<file path="config.mk">
export PLATFORM = sky130hd
export DESIGN_NAME = uart_tx_arbiter
export DESIGN_NICKNAME = d
export VERILOG_FILES = /design/src/rtl/uart_ctrl_pkg.sv /design/src/rtl/uart_rr_pick.sv /design/src/rtl/uart_tx_arbiter.sv
export SDC_FILE = /design/constraint.sdc
export NUM_CORES = 1
export LEC_CHECK = 0
export BUFFER_PORTS_ARGS = -buffer_cell sky130_fd_sc_hd__buf_2
export CAP_MARGIN = 20
export CORE_MARGIN = 2
export CORE_UTILIZATION = 50
export CTS_CLUSTER_SIZE = 30
export DETAILED_ROUTE_END_ITERATION = 6
export PLACE_DENSITY = 0.83
export SKIP_CTS_REPAIR_TIMING = 1
export SYNTH_ARGS = -nofsm -noshare
export SYNTH_HDL_FRONTEND = slang
export SYNTH_SLANG_ARGS = --single-unit
export TNS_END_PERCENT = 50
</file>
<file path="constraint.sdc">
create_clock -name ACLK -period 2.6 [get_ports ACLK]
set_input_delay 0.26 -clock ACLK [delete_from_list [all_inputs] [get_ports ACLK]]
set_output_delay 0.26 -clock ACLK [all_outputs]
set_load 0.02 [all_outputs]
</file>
<file path="src/rtl/uart_ctrl_pkg.sv">
// Shared types and constants for the UART transmit-side control blocks.
package uart_ctrl_pkg;

  localparam int UART_BYTE_W = 8;

  typedef enum logic [1:0] {
    IDLE,
    ISSUE,
    WAIT_ACCEPT,
    WAIT_DONE
  } uart_arb_state_t;

endpackage

</file>
<file path="src/rtl/uart_rr_pick.sv">
// Combinational circular first-one finder: returns the first set bit of
// eligible, searching upward from ptr and wrapping modulo NUM_REQ.
module uart_rr_pick #(
  parameter  int NUM_REQ = 4,
  localparam int IDX_W   = $clog2(NUM_REQ)
) (
  input  logic [NUM_REQ-1:0] eligible,
  input  logic [IDX_W-1:0]   ptr,
  output logic               found,
  output logic [IDX_W-1:0]   index
);

  logic [NUM_REQ-1:0] rot;
  logic [IDX_W-1:0]   rot_idx [NUM_REQ];

  // rot[k] is the requester k places after the pointer
  generate
    for (genvar gi = 0; gi < NUM_REQ; gi++) begin : g_rot
      logic [IDX_W:0] sum;
      assign sum         = {1'b0, ptr} + (IDX_W+1)'(gi);
      assign rot_idx[gi] = (sum >= (IDX_W+1)'(NUM_REQ)) ?
                           IDX_W'(sum - (IDX_W+1)'(NUM_REQ)) : IDX_W'(sum);
      assign rot[gi]     = eligible[rot_idx[gi]];
    end
  endgenerate

  always_comb begin
    found = 1'b0;
    index = '0;
    for (int k = NUM_REQ - 1; k >= 0; k--) begin
      if (rot[k]) begin
        found = 1'b1;
        index = rot_idx[k];
      end
    end
  end

endmodule

</file>
<file path="src/rtl/uart_tx_arbiter.sv">
// Round-robin packet arbiter sharing one UART TX engine between NUM_REQ
// byte streams, one byte per start/busy handshake, with a per-grant burst cap.
module uart_tx_arbiter
  import uart_ctrl_pkg::*;
#(
  parameter  int NUM_REQ   = 4,
  parameter  int DATA_W    = UART_BYTE_W,
  parameter  int MAX_BURST = 16,
  localparam int IDX_W     = $clog2(NUM_REQ)
) (
  input  logic                      ACLK,
  input  logic                      ARESETN,
  input  logic [NUM_REQ-1:0]        req_valid,
  input  logic [NUM_REQ*DATA_W-1:0] req_data,
  input  logic [NUM_REQ-1:0]        req_last,
  output logic [NUM_REQ-1:0]        req_ready,
  input  logic                      arb_enable,
  input  logic [NUM_REQ-1:0]        req_mask,
  output logic [DATA_W-1:0]         tx_data,
  output logic                      tx_start,
  input  logic                      tx_busy,
  output logic                      grant_active,
  output logic [IDX_W-1:0]          grant_id
);

  uart_arb_state_t    state_reg, state_next;
  logic [IDX_W-1:0]   ptr_reg, ptr_next;
  logic [IDX_W-1:0]   gid_reg, gid_next;
  logic               active_reg, active_next;
  logic [7:0]         burst_reg, burst_next;
  logic               last_reg, last_next;
  logic [DATA_W-1:0]  tx_data_reg, tx_data_next;
  logic               tx_start_reg, tx_start_next;

  logic [DATA_W-1:0]  byte_arr [NUM_REQ];
  logic [NUM_REQ-1:0] eligible;
  logic               pick_found;
  logic [IDX_W-1:0]   pick_idx;
  logic               sel_valid, sel_mask, sel_last;
  logic               issue_hs;

  generate
    for (genvar gi = 0; gi < NUM_REQ; gi++) begin : g_req
      assign byte_arr[gi]  = req_data[gi*DATA_W +: DATA_W];
      assign req_ready[gi] = issue_hs && (gid_reg == IDX_W'(gi));
    end
  endgenerate

  assign eligible  = req_valid & req_mask;
  assign sel_valid = req_valid[gid_reg];
  assign sel_mask  = req_mask[gid_reg];
  assign sel_last  = req_last[gid_reg];
  // A masked-off grantee is never handed a ready, even if it is valid
  assign issue_hs  = (state_reg == ISSUE) && sel_valid && sel_mask;

  uart_rr_pick #(
    .NUM_REQ (NUM_REQ)
  ) u_pick (
    .eligible (eligible),
    .ptr      (ptr_reg),
    .found    (pick_found),
    .index    (pick_idx)
  );

  always_comb begin
    state_next    = state_reg;
    ptr_next      = ptr_reg;
    gid_next      = gid_reg;
    active_next   = active_reg;
    burst_next    = burst_reg;
    last_next     = last_reg;
    tx_data_next  = tx_data_reg;
    tx_start_next = 1'b0;

    case (state_reg)
      IDLE: begin
        if (arb_enable && pick_found) begin
          gid_next    = pick_idx;
          active_next = 1'b1;
          burst_next  = '0;
          state_next  = ISSUE;
        end
      end
      ISSUE: begin
        if (!sel_mask) begin
          active_next = 1'b0;
          ptr_next    = (gid_reg == IDX_W'(NUM_REQ - 1)) ? '0 : gid_reg + 1'b1;
          state_next  = IDLE;
        end else if (sel_valid) begin
          tx_data_next  = byte_arr[gid_reg];
          tx_start_next = 1'b1;
          burst_next    = burst_reg + 8'd1;
          last_next     = sel_last;
          state_next    = WAIT_ACCEPT;
        end
      end
      WAIT_ACCEPT: begin
        if (tx_busy) begin
          state_next = WAIT_DONE;
        end
      end
      WAIT_DONE: begin
        if (!tx_busy) begin
          if (last_reg || (burst_reg == 8'(MAX_BURST))) begin
            active_next = 1'b0;
            ptr_next    = (gid_reg == IDX_W'(NUM_REQ - 1)) ? '0 : gid_reg + 1'b1;
            state_next  = IDLE;
          end else begin
            state_next = ISSUE;
          end
        end
      end
      default: begin
        state_next = IDLE;
      end
    endcase
  end

  always_ff @(posedge ACLK or negedge ARESETN) begin
    if (!ARESETN) begin
      state_reg    <= IDLE;
      ptr_reg      <= '0;
      gid_reg      <= '0;
      active_reg   <= 1'b0;
      burst_reg    <= '0;
      last_reg     <= 1'b0;
      tx_data_reg  <= '0;
      tx_start_reg <= 1'b0;
    end else begin
      state_reg    <= state_next;
      ptr_reg      <= ptr_next;
      gid_reg      <= gid_next;
      active_reg   <= active_next;
      burst_reg    <= burst_next;
      last_reg     <= last_next;
      tx_data_reg  <= tx_data_next;
      tx_start_reg <= tx_start_next;
    end
  end

  assign tx_data      = tx_data_reg;
  assign tx_start     = tx_start_reg;
  assign grant_active = active_reg;
  assign grant_id     = gid_reg;

endmodule

</file>
# == Yosys cells after proc, flatten, opt, wreduce, memory -nomap -nowiden ==
# Index checks and enable logic that the tools add are counted.
# totals
ff_bits,25
out_inout_bits,16
# op_classes
n_eq_ne,15
magnitude_cmp,10
bitwise,2
n_reduce_logical,19
mux,53
add_sub_neg,9
# op_table
cell,count
$mux W8,5
$mux W2,17
$mux W1,19
$bmux W8 S2,1
$pmux W8 S2,1
$lt A2 B3 Y1 const B,5
$bmux W1 S2,7
$ne A2 B2 Y1 const B,7
$ge A3 B3 Y1 const B,4
$reduce_and A4 Y1,3
$add A8 B1 Y8 const B,1
$eq A2 B2 Y1 const B,4
$eq A8 B5 Y1 const B,1
$pmux W2 S4,1
$sub A2 B1 Y2 const B,4
$logic_and A1 B1 Y1,7
$add A2 B2 Y3 const B,2
$reduce_and A5 Y1,1
$and A4 B4 Y4,1
$eq A2 B1 Y1 const B,2
$logic_not A2 Y1,2
$pmux W2 S2,1
$reduce_bool A2 Y1,2
$add A2 B1 Y3 const B,1
9 further kinds,9

# == Longest topological paths before layout ==
# Gate-level depths: netlist (run 1).
# logic_depth
word_depth,12
ltp_mapped,8

# == Cells and area by module ==
# A second synthesis (run 1) with hierarchy kept.
# unflattened
cells_unflattened,141
area_unflattened_um2,1580.3
# modules_own_cells
mod,n_inst,area_per_inst_um2,cells_per_inst
uart_tx_arbiter,1,1502.7,128
uart_rr_pick,1,77.6,13

# == Worst setup path after synthesis (run 1) ==
# Ideal clock, no wire load.
# synth_path
kind,flip-flop to output port
startpoint,reg gid_reg[1] (netlist: grant_id[1])
endpoint,out req_ready[0]
n_path_buf,1
required_time_ns,2.340
arrival_ns,1.718
path_stages_with_launch,6
slack_ns,0.622
cell_sequence,dfrtp_1 mux4_1 nand3_2 buf_6 inv_1 and2_1
# synth_via
elab_chain_cells,5
# synth_rtl
element,line_no,source
start: declaration,uart_tx_arbiter.sv:28,"logic [IDX_W-1:0] gid_reg, gid_next;"
start signal: assignment,uart_tx_arbiter.sv:132,gid_reg <= gid_next;
$bmux W1 S2,uart_tx_arbiter.sv:50,assign sel_valid = req_valid[gid_reg];
$mux W1 (implied by the code),uart_tx_arbiter.sv:50,
$logic_and A1 B1 Y1 (2 in series),uart_tx_arbiter.sv:54,assign issue_hs = (state_reg == ISSUE) && sel_valid && sel_mask;
$logic_and A1 B1 Y1 (*),uart_tx_arbiter.sv:45,assign req_ready[gi] = issue_hs && (gid_reg == IDX_W'(gi));
end: declaration,uart_tx_arbiter.sv:16,"output logic [NUM_REQ-1:0] req_ready,"
# Every way passes the cells marked *; elsewhere a longest branch is shown, timed or not. The select of a mux whose other input is x is not followed.

# == Worst setup path after layout (run 1) ==
# Ends and elaborated chain as after synthesis.

==> flow_metrics.py, run 1 <==
metrics = {
    "global_route": {
        "grt_pass1_wl_mm": 5.58,
        "grt_max_degree": 26,
        "grt_usage_pct": 20.9,
        "antenna_found_initial": 0,
        "grt_pass1_vias": 1217,
        "grt_overflow_total": 0,
    },
    "routing": {
        "drt.antenna.violating_nets": 0,
        "num_vias": 1371,
        "drt_iter0_drc": 72,
        "route.detailed.drc": 0,
        "vias_per_cell": 5.51,
        "drtPass1Iterations": 4,
        "drt-total-wl_mm": 3.72,
        "post_drt_wl_per_cell_um": 14.9,
    },
    "critical_path": {
        "endpoint_kind": "output port",
        "required_ns": 2.34,
        "cp.arrival_ns": 2.12,
        "path_max_fanout": 17,
        "path_cells": "mux4_1 > nand3_2 > inv_1 > and2_1 > buf_2",
        "slowest_delay_ns": 0.64,
        "crit_slowest_cell": "mux4_1",
        "crit_type": "reg2out",
        "critPathLaunchType": "flip-flop",
    },
    "timing": {
        "fin_crit_sh_pct": 91.7,
        "min_period_ns": 2.38,
        "rsz0062_at_grt": "no",
        "finClkSkew_ns": 0.00563,
        "final_hold_viol_count": 0,
        "hold_slack_ns": 0.181,
        "setup_viol": 0,
        "slew_headroom_pct": 63.1,
        "worst_pin_slew_ns": 0.553,
        "slew_violations": 0,
        "tns_ns": 0,
        "fmax_mhz": 420,
    },
    "yosys": {
        "synth-seq-cells": 25,
        "synth-edff-count": 0,
        "syn_inst": 150,
        "syn_area_um2": 1550,
        "synth_top_area_cell": "dfrtp_1",
        "yosysSeqAreaShare_pct": 40.4,
        "avgSynthCellArea_um2": 10.3,
        "yosys_warnings": 0,
        "netlist-cell-type-count": 36,
        "postSynth.asyncResetShare_pct": 100,
        "yosysTopAreaCellShare_pct": 40.4,
        "syn_nets": 204,
        "netlist_top_cells_count": "39 x nand2_1, 25 x dfrtp_1, 9 x mux4_2",
        "synth_area_leaders": "dfrtp_1 40%, mux4_2 13%, nand2_1 9.5%",
        "yosysMostFrequentCell": "nand2_1",
        "synthFlopType": "dfrtp_1",
    },
    "floorplanning": {
        "die_y_um": 59.6,
        "initial_core_util_pct": 51.5,
        "ios": 64,
        "dieArea_um2": 3560,
        "core_um2": 3000,
        "rows": 20,
        "die_w_um": 59.6,
    },
    "pwr": {
        "p_leak_nw": 1.01,
        "power_density_nw_per_um2": 829,
        "ir_worst_vdd_mv": 0.371,
    },
    "placed_design": {
        "placed_cell_area_um2": 1900,
        "post-place-cells": 244,
        "gp_congestion": 0.780,
        "hpwl_mm": 2.88,
        "port-buffer-count": 63,
    },
    "cts": {
        "cts_buffers": 3,
        "cts_tree": "done",
        "clockBufferDepth": 2,
        "cts_htree_levels": 1,
        "clock_latency_ns": 0.32,
        "clock_sinks": 25,
        "clk_pin_slew_ns": 0.13,
        "ctsRootBufferMaster": "clkbuf_4",
    },
    "run": {
        "drv_cap": 0,
    },
    "layout": {
        "fin_util_pct": 64.5,
        "diodes": 0,
        "layout.nets": 271,
        "design_area_um2": 1940,
        "fill_cells": 241,
        "fin_cells": 249,
        "syn_to_final_growth_pct": 25.2,
        "drive_gt1_share_pct": 39.4,
    },
    "worst_hold_path": {
        "hp-class": "in2reg",
    },
    "outcome": {
        "status": "finished clean",
    },
}
## layer usage
metal | part of all wire, % | global-route usage (%) | up-vias
li1 | - | - | 678
met1 | 43 | 28.4 | 654
met2 | 52 | 34.7 | 33
met3 | 3.5 | 3.28 | 6
met4 | 1.5 | 6.03 | 0
met5 | 0 | 0 | -
## layout make-up
| cell class | instances | area, um^2 | share of cell area (%) |
|---|---|---|---|
| Clock buffer | 3 | 22.5 | 1.16 |
| Clock inverter | 1 | 5.00 | 0.258 |
| Inverter | 8 | 30.0 | 1.55 |
| Multi-Input combinational cell | 111 | 858 | 44.3 |
| Sequential cell | 25 | 626 | 32.3 |
| Tap cell | 33 | 41.3 | 2.13 |
| Timing Repair Buffer | 68 | 355 | 18.3 |
## final timing paths
kind | start | endpoint | slack, ns | cells past startpoint
worst max-delay path | grant_id[1] | req_ready[0] | 0.22 | 5
worst min-delay path | tx_busy | flip-flop | 0.18 | 3
worst max register to register | burst_reg[0] | ptr_reg[0] | 0.58 | 6
worst min register to register | tx_data[6] | tx_data[6] | 0.48 | 2
max in group asynchronous | ARESETN | burst_reg[0] | 1.79 | 2
min in group asynchronous | ARESETN | state_reg[0] | 0.44 | 2
## power breakdown
group | leakage (nW) | total (mW) | switching, mW | internal [mW]
clock | 0.0177 | 0.169 | 0.111 | 0.0576
combinational | 0.665 | 0.834 | 0.458 | 0.376
sequential | 0.325 | 0.604 | 0.0936 | 0.511
total | 1.01 | 1.61 | 0.663 | 0.944
## cell families after synthesis
group                    Yosys count  share of synthesized area [%]
flip-flops                        25                           40.4
AO/OA/AOI/OAI                     25                           10.7
AND/OR/NAND/NOR                   65                           20.6
adder cells (fa/ha/maj)            6                           4.85
multiplexers                      15                           19.3
buffers and inverters             14                           4.12
## critical path, delay by kind of cell, from the launching register on
kind                   cells  cell delay (ns)
multiplexers               1             0.64
AND/OR/NAND/NOR            2             0.37
buffers and inverters      2             0.37
flip-flops                 1             0.42
## cells in the final DEF, fill, tap and decap left out, types with 4 or more instances in the layout
cell and count:
a21oi_1 5, and2_1 5, buf_2 63, buf_4 4, dfrtp_1 25, ha_1 6, inv_1 8, mux4_2 9
nand2_1 39, nand3_1 5, o211ai_1 4, o21ai_0 7
## per-stage QoR
| stage | worst slack (ns) | power (mW) |
|---|---|---|
| finish | 0.217 | 1.61 |
| global route | 0.117 | 1.74 |
| CTS | 0.210 | 1.62 |
| detailed placement | 0.578 | 1.45 |
| global placement | 0.605 | 1.44 |
| floorplan | 0.622 | 1.20 |
No activity file was read; power rests on OpenSTA's default activity.
==> run 2: changes to the inputs <==
--- a/config.mk
+++ b/config.mk
@@ -8,10 +8,10 @@
 export BUFFER_PORTS_ARGS = -buffer_cell sky130_fd_sc_hd__buf_2
 export CAP_MARGIN = 20
 export CORE_MARGIN = 2
-export CORE_UTILIZATION = 50
+export CORE_UTILIZATION = 51
 export CTS_CLUSTER_SIZE = 30
 export DETAILED_ROUTE_END_ITERATION = 6
-export PLACE_DENSITY = 0.83
+export PLACE_DENSITY = 0.84
 export SKIP_CTS_REPAIR_TIMING = 1
 export SYNTH_ARGS = -nofsm -noshare
 export SYNTH_HDL_FRONTEND = slang
==> run 2 against run 1 <==
  * Total power rose by 0.77%
  * Die area fell by 1.8%
  * Sequential share of layout area did not move
  * Utilization rose by 4.0 points
  * Sequential cell count did not move
  * Register-to-register slack improved by 0.02 ns
  * Sequential power barely moved
  * Highest routed layer unchanged
==> flow_metrics.py, run 2 (synthesized netlist as in run 1, its figures left out) <==
metrics = {
    "outcome": {
        "status": "finished clean",
    },
    "routing": {
        "drt.antenna.violating_nets": 0,
        "wl_met1_mm": 1.47,
        "post_drt_wl_per_cell_um": 16.2,
        "dr_wl_met2_mm": 2.15,
        "wl_met3_um": 246,
        "vias_per_cell": 5.92,
        "drt-total-wl_mm": 3.99,
        "drtPass1Iterations": 4,
        "route.detailed.drc": 0,
        "drt_iter0_drc": 95,
        "num_vias": 1463,
        "top_layer_used": "met4",
    },
    "cts": {
        "clockBufferDepth": 2,
        "cts_tree": "done",
        "clock_latency_ns": 0.32,
        "ctsRootBufferMaster": "clkbuf_4",
        "clk_pin_slew_ns": 0.14,
        "cts_htree_levels": 1,
        "cts_buffers": 3,
        "clock_sinks": 25,
    },
    "global_route": {
        "grt_pass1_wl_mm": 6.27,
        "grt_overflow_total": 0,
        "grt_pass1_vias": 1391,
        "grt_max_degree": 26,
        "antenna_found_initial": 0,
        "grt_usage_pct": 24.0,
    },
    "timing": {
        "hold_slack_ns": 0.202,
        "setup_viol": 0,
        "fin_crit_sh_pct": 90.9,
        "tns_ns": 0,
        "slew_headroom_pct": 63.3,
        "finClkSkew_ns": 0.00903,
        "slew_violations": 0,
        "worst_pin_slew_ns": 0.551,
        "setup_ws_ns": 0.235,
        "final_hold_viol_count": 0,
        "rsz0062_at_grt": "no",
        "min_period_ns": 2.36,
        "fmax_mhz": 423,
    },
    "placed_design": {
        "hpwl_mm": 3.20,
        "port-buffer-count": 63,
        "dp_worst_setup_slack_ns": 0.577,
        "gp_congestion": 0.944,
    },
    "layout": {
        "syn_to_final_growth_pct": 25.2,
        "most-common-layout-cells": "63 x buf_2, 39 x nand2_1, 25 x dfrtp_1, 9 x mux4_2, 8 x inv_1",
        "final_common_cell": "buf_2",
        "drive_gt1_share_pct": 39.4,
        "fill_cells": 213,
        "layout.nets": 271,
        "diodes": 0,
    },
    "floorplanning": {
        "initial_core_util_pct": 54.7,
        "rows": 19,
        "core_um2": 2830,
        "die_y_um": 59.1,
        "die_w_um": 59.1,
        "ios": 64,
        "dieArea_um2": 3490,
    },
    "pwr": {
        "power_density_nw_per_um2": 836,
        "ir_worst_vdd_mv": 0.582,
        "p_leak_nw": 1.00,
    },
    "run": {
        "drv_cap": 0,
    },
    "critical_path": {
        "crit_type": "reg2out",
        "cp.arrival_ns": 2.10,
        "crit_slowest_cell": "mux4_1",
        "endpoint_kind": "output port",
        "r2r_start": "burst_reg[0]",
        "slowest_delay_ns": 0.64,
        "critPathLaunchType": "flip-flop",
        "path_max_fanout": 17,
        "required_ns": 2.34,
        "path_cells": "mux4_1 > nand3_2 > inv_1 > and2_1 > buf_2",
        "crit_start": "grant_id[1]",
    },
    "worst_hold_path": {
        "worstHoldStart": "tx_busy",
        "hp-class": "in2reg",
    },
}
run 2: cell types whose count changed in the layout (fill, tap and decap cells not counted), sizes merged:
| cell | change |
|---|---|
| clkinvlp | +1 |
| clkinv | -1 |
run 2: final cells by class:
cell class	count	area [um^2]	share of cell area, %
clock inverters	1	7.51	0.387
inverters	8	30.0	1.55
repair buffers	68	355	18.3
flip-flops and latches	25	626	32.3
well taps	31	38.8	2.00
multi-input cells	111	858	44.3
clock buffers	3	22.5	1.16
run 2: power by group:
group	total [mW]	internal [mW]	switching, mW
combinational	0.842	0.376	0.466
sequential	0.602	0.510	0.0919
clock	0.175	0.0588	0.116
total	1.62	0.945	0.674
run 2: final timing paths:
| path | endpoint | slack (ns) | depth (start not counted) |
|---|---|---|---|
| max | req_ready[2] | 0.24 | 5 |
| min | flip-flop | 0.20 | 3 |
| max reg2reg | ptr_reg[0] | 0.60 | 6 |
| min reg2reg | tx_data[3] | 0.49 | 2 |
| max in group asynchronous | tx_data[2] | 1.79 | 2 |
| min in group asynchronous | burst_reg[7] | 0.44 | 2 |
run 2: per-layer routing:
metal	vias to the layer above	GRT usage (%)
li1	678	-
met1	706	30.3
met2	65	40.8
met3	14	5.24
met4	0	8.12
met5	-	0
run 2: worst max-delay path: cells and delay by family, from the launching register on:
kind                   cells  cell delay, ns
flip-flops                 1            0.41
buffers and inverters      2            0.37
multiplexers               1            0.64
AND/OR/NAND/NOR            2            0.37
run 2: stage by stage:
step           std cells  cell area, um^2  total power, mW  utilization [%]
2_1_floorplan        150             1550             1.20                -
5_1_grt              247             1940             1.74             68.5
3_5_place_dp         242             1900             1.45             67.1
4_1_cts              246             1930             1.63             68.2
3_3_place_gp         242             1900             1.42             67.1
6_report             247             1940             1.62             68.5
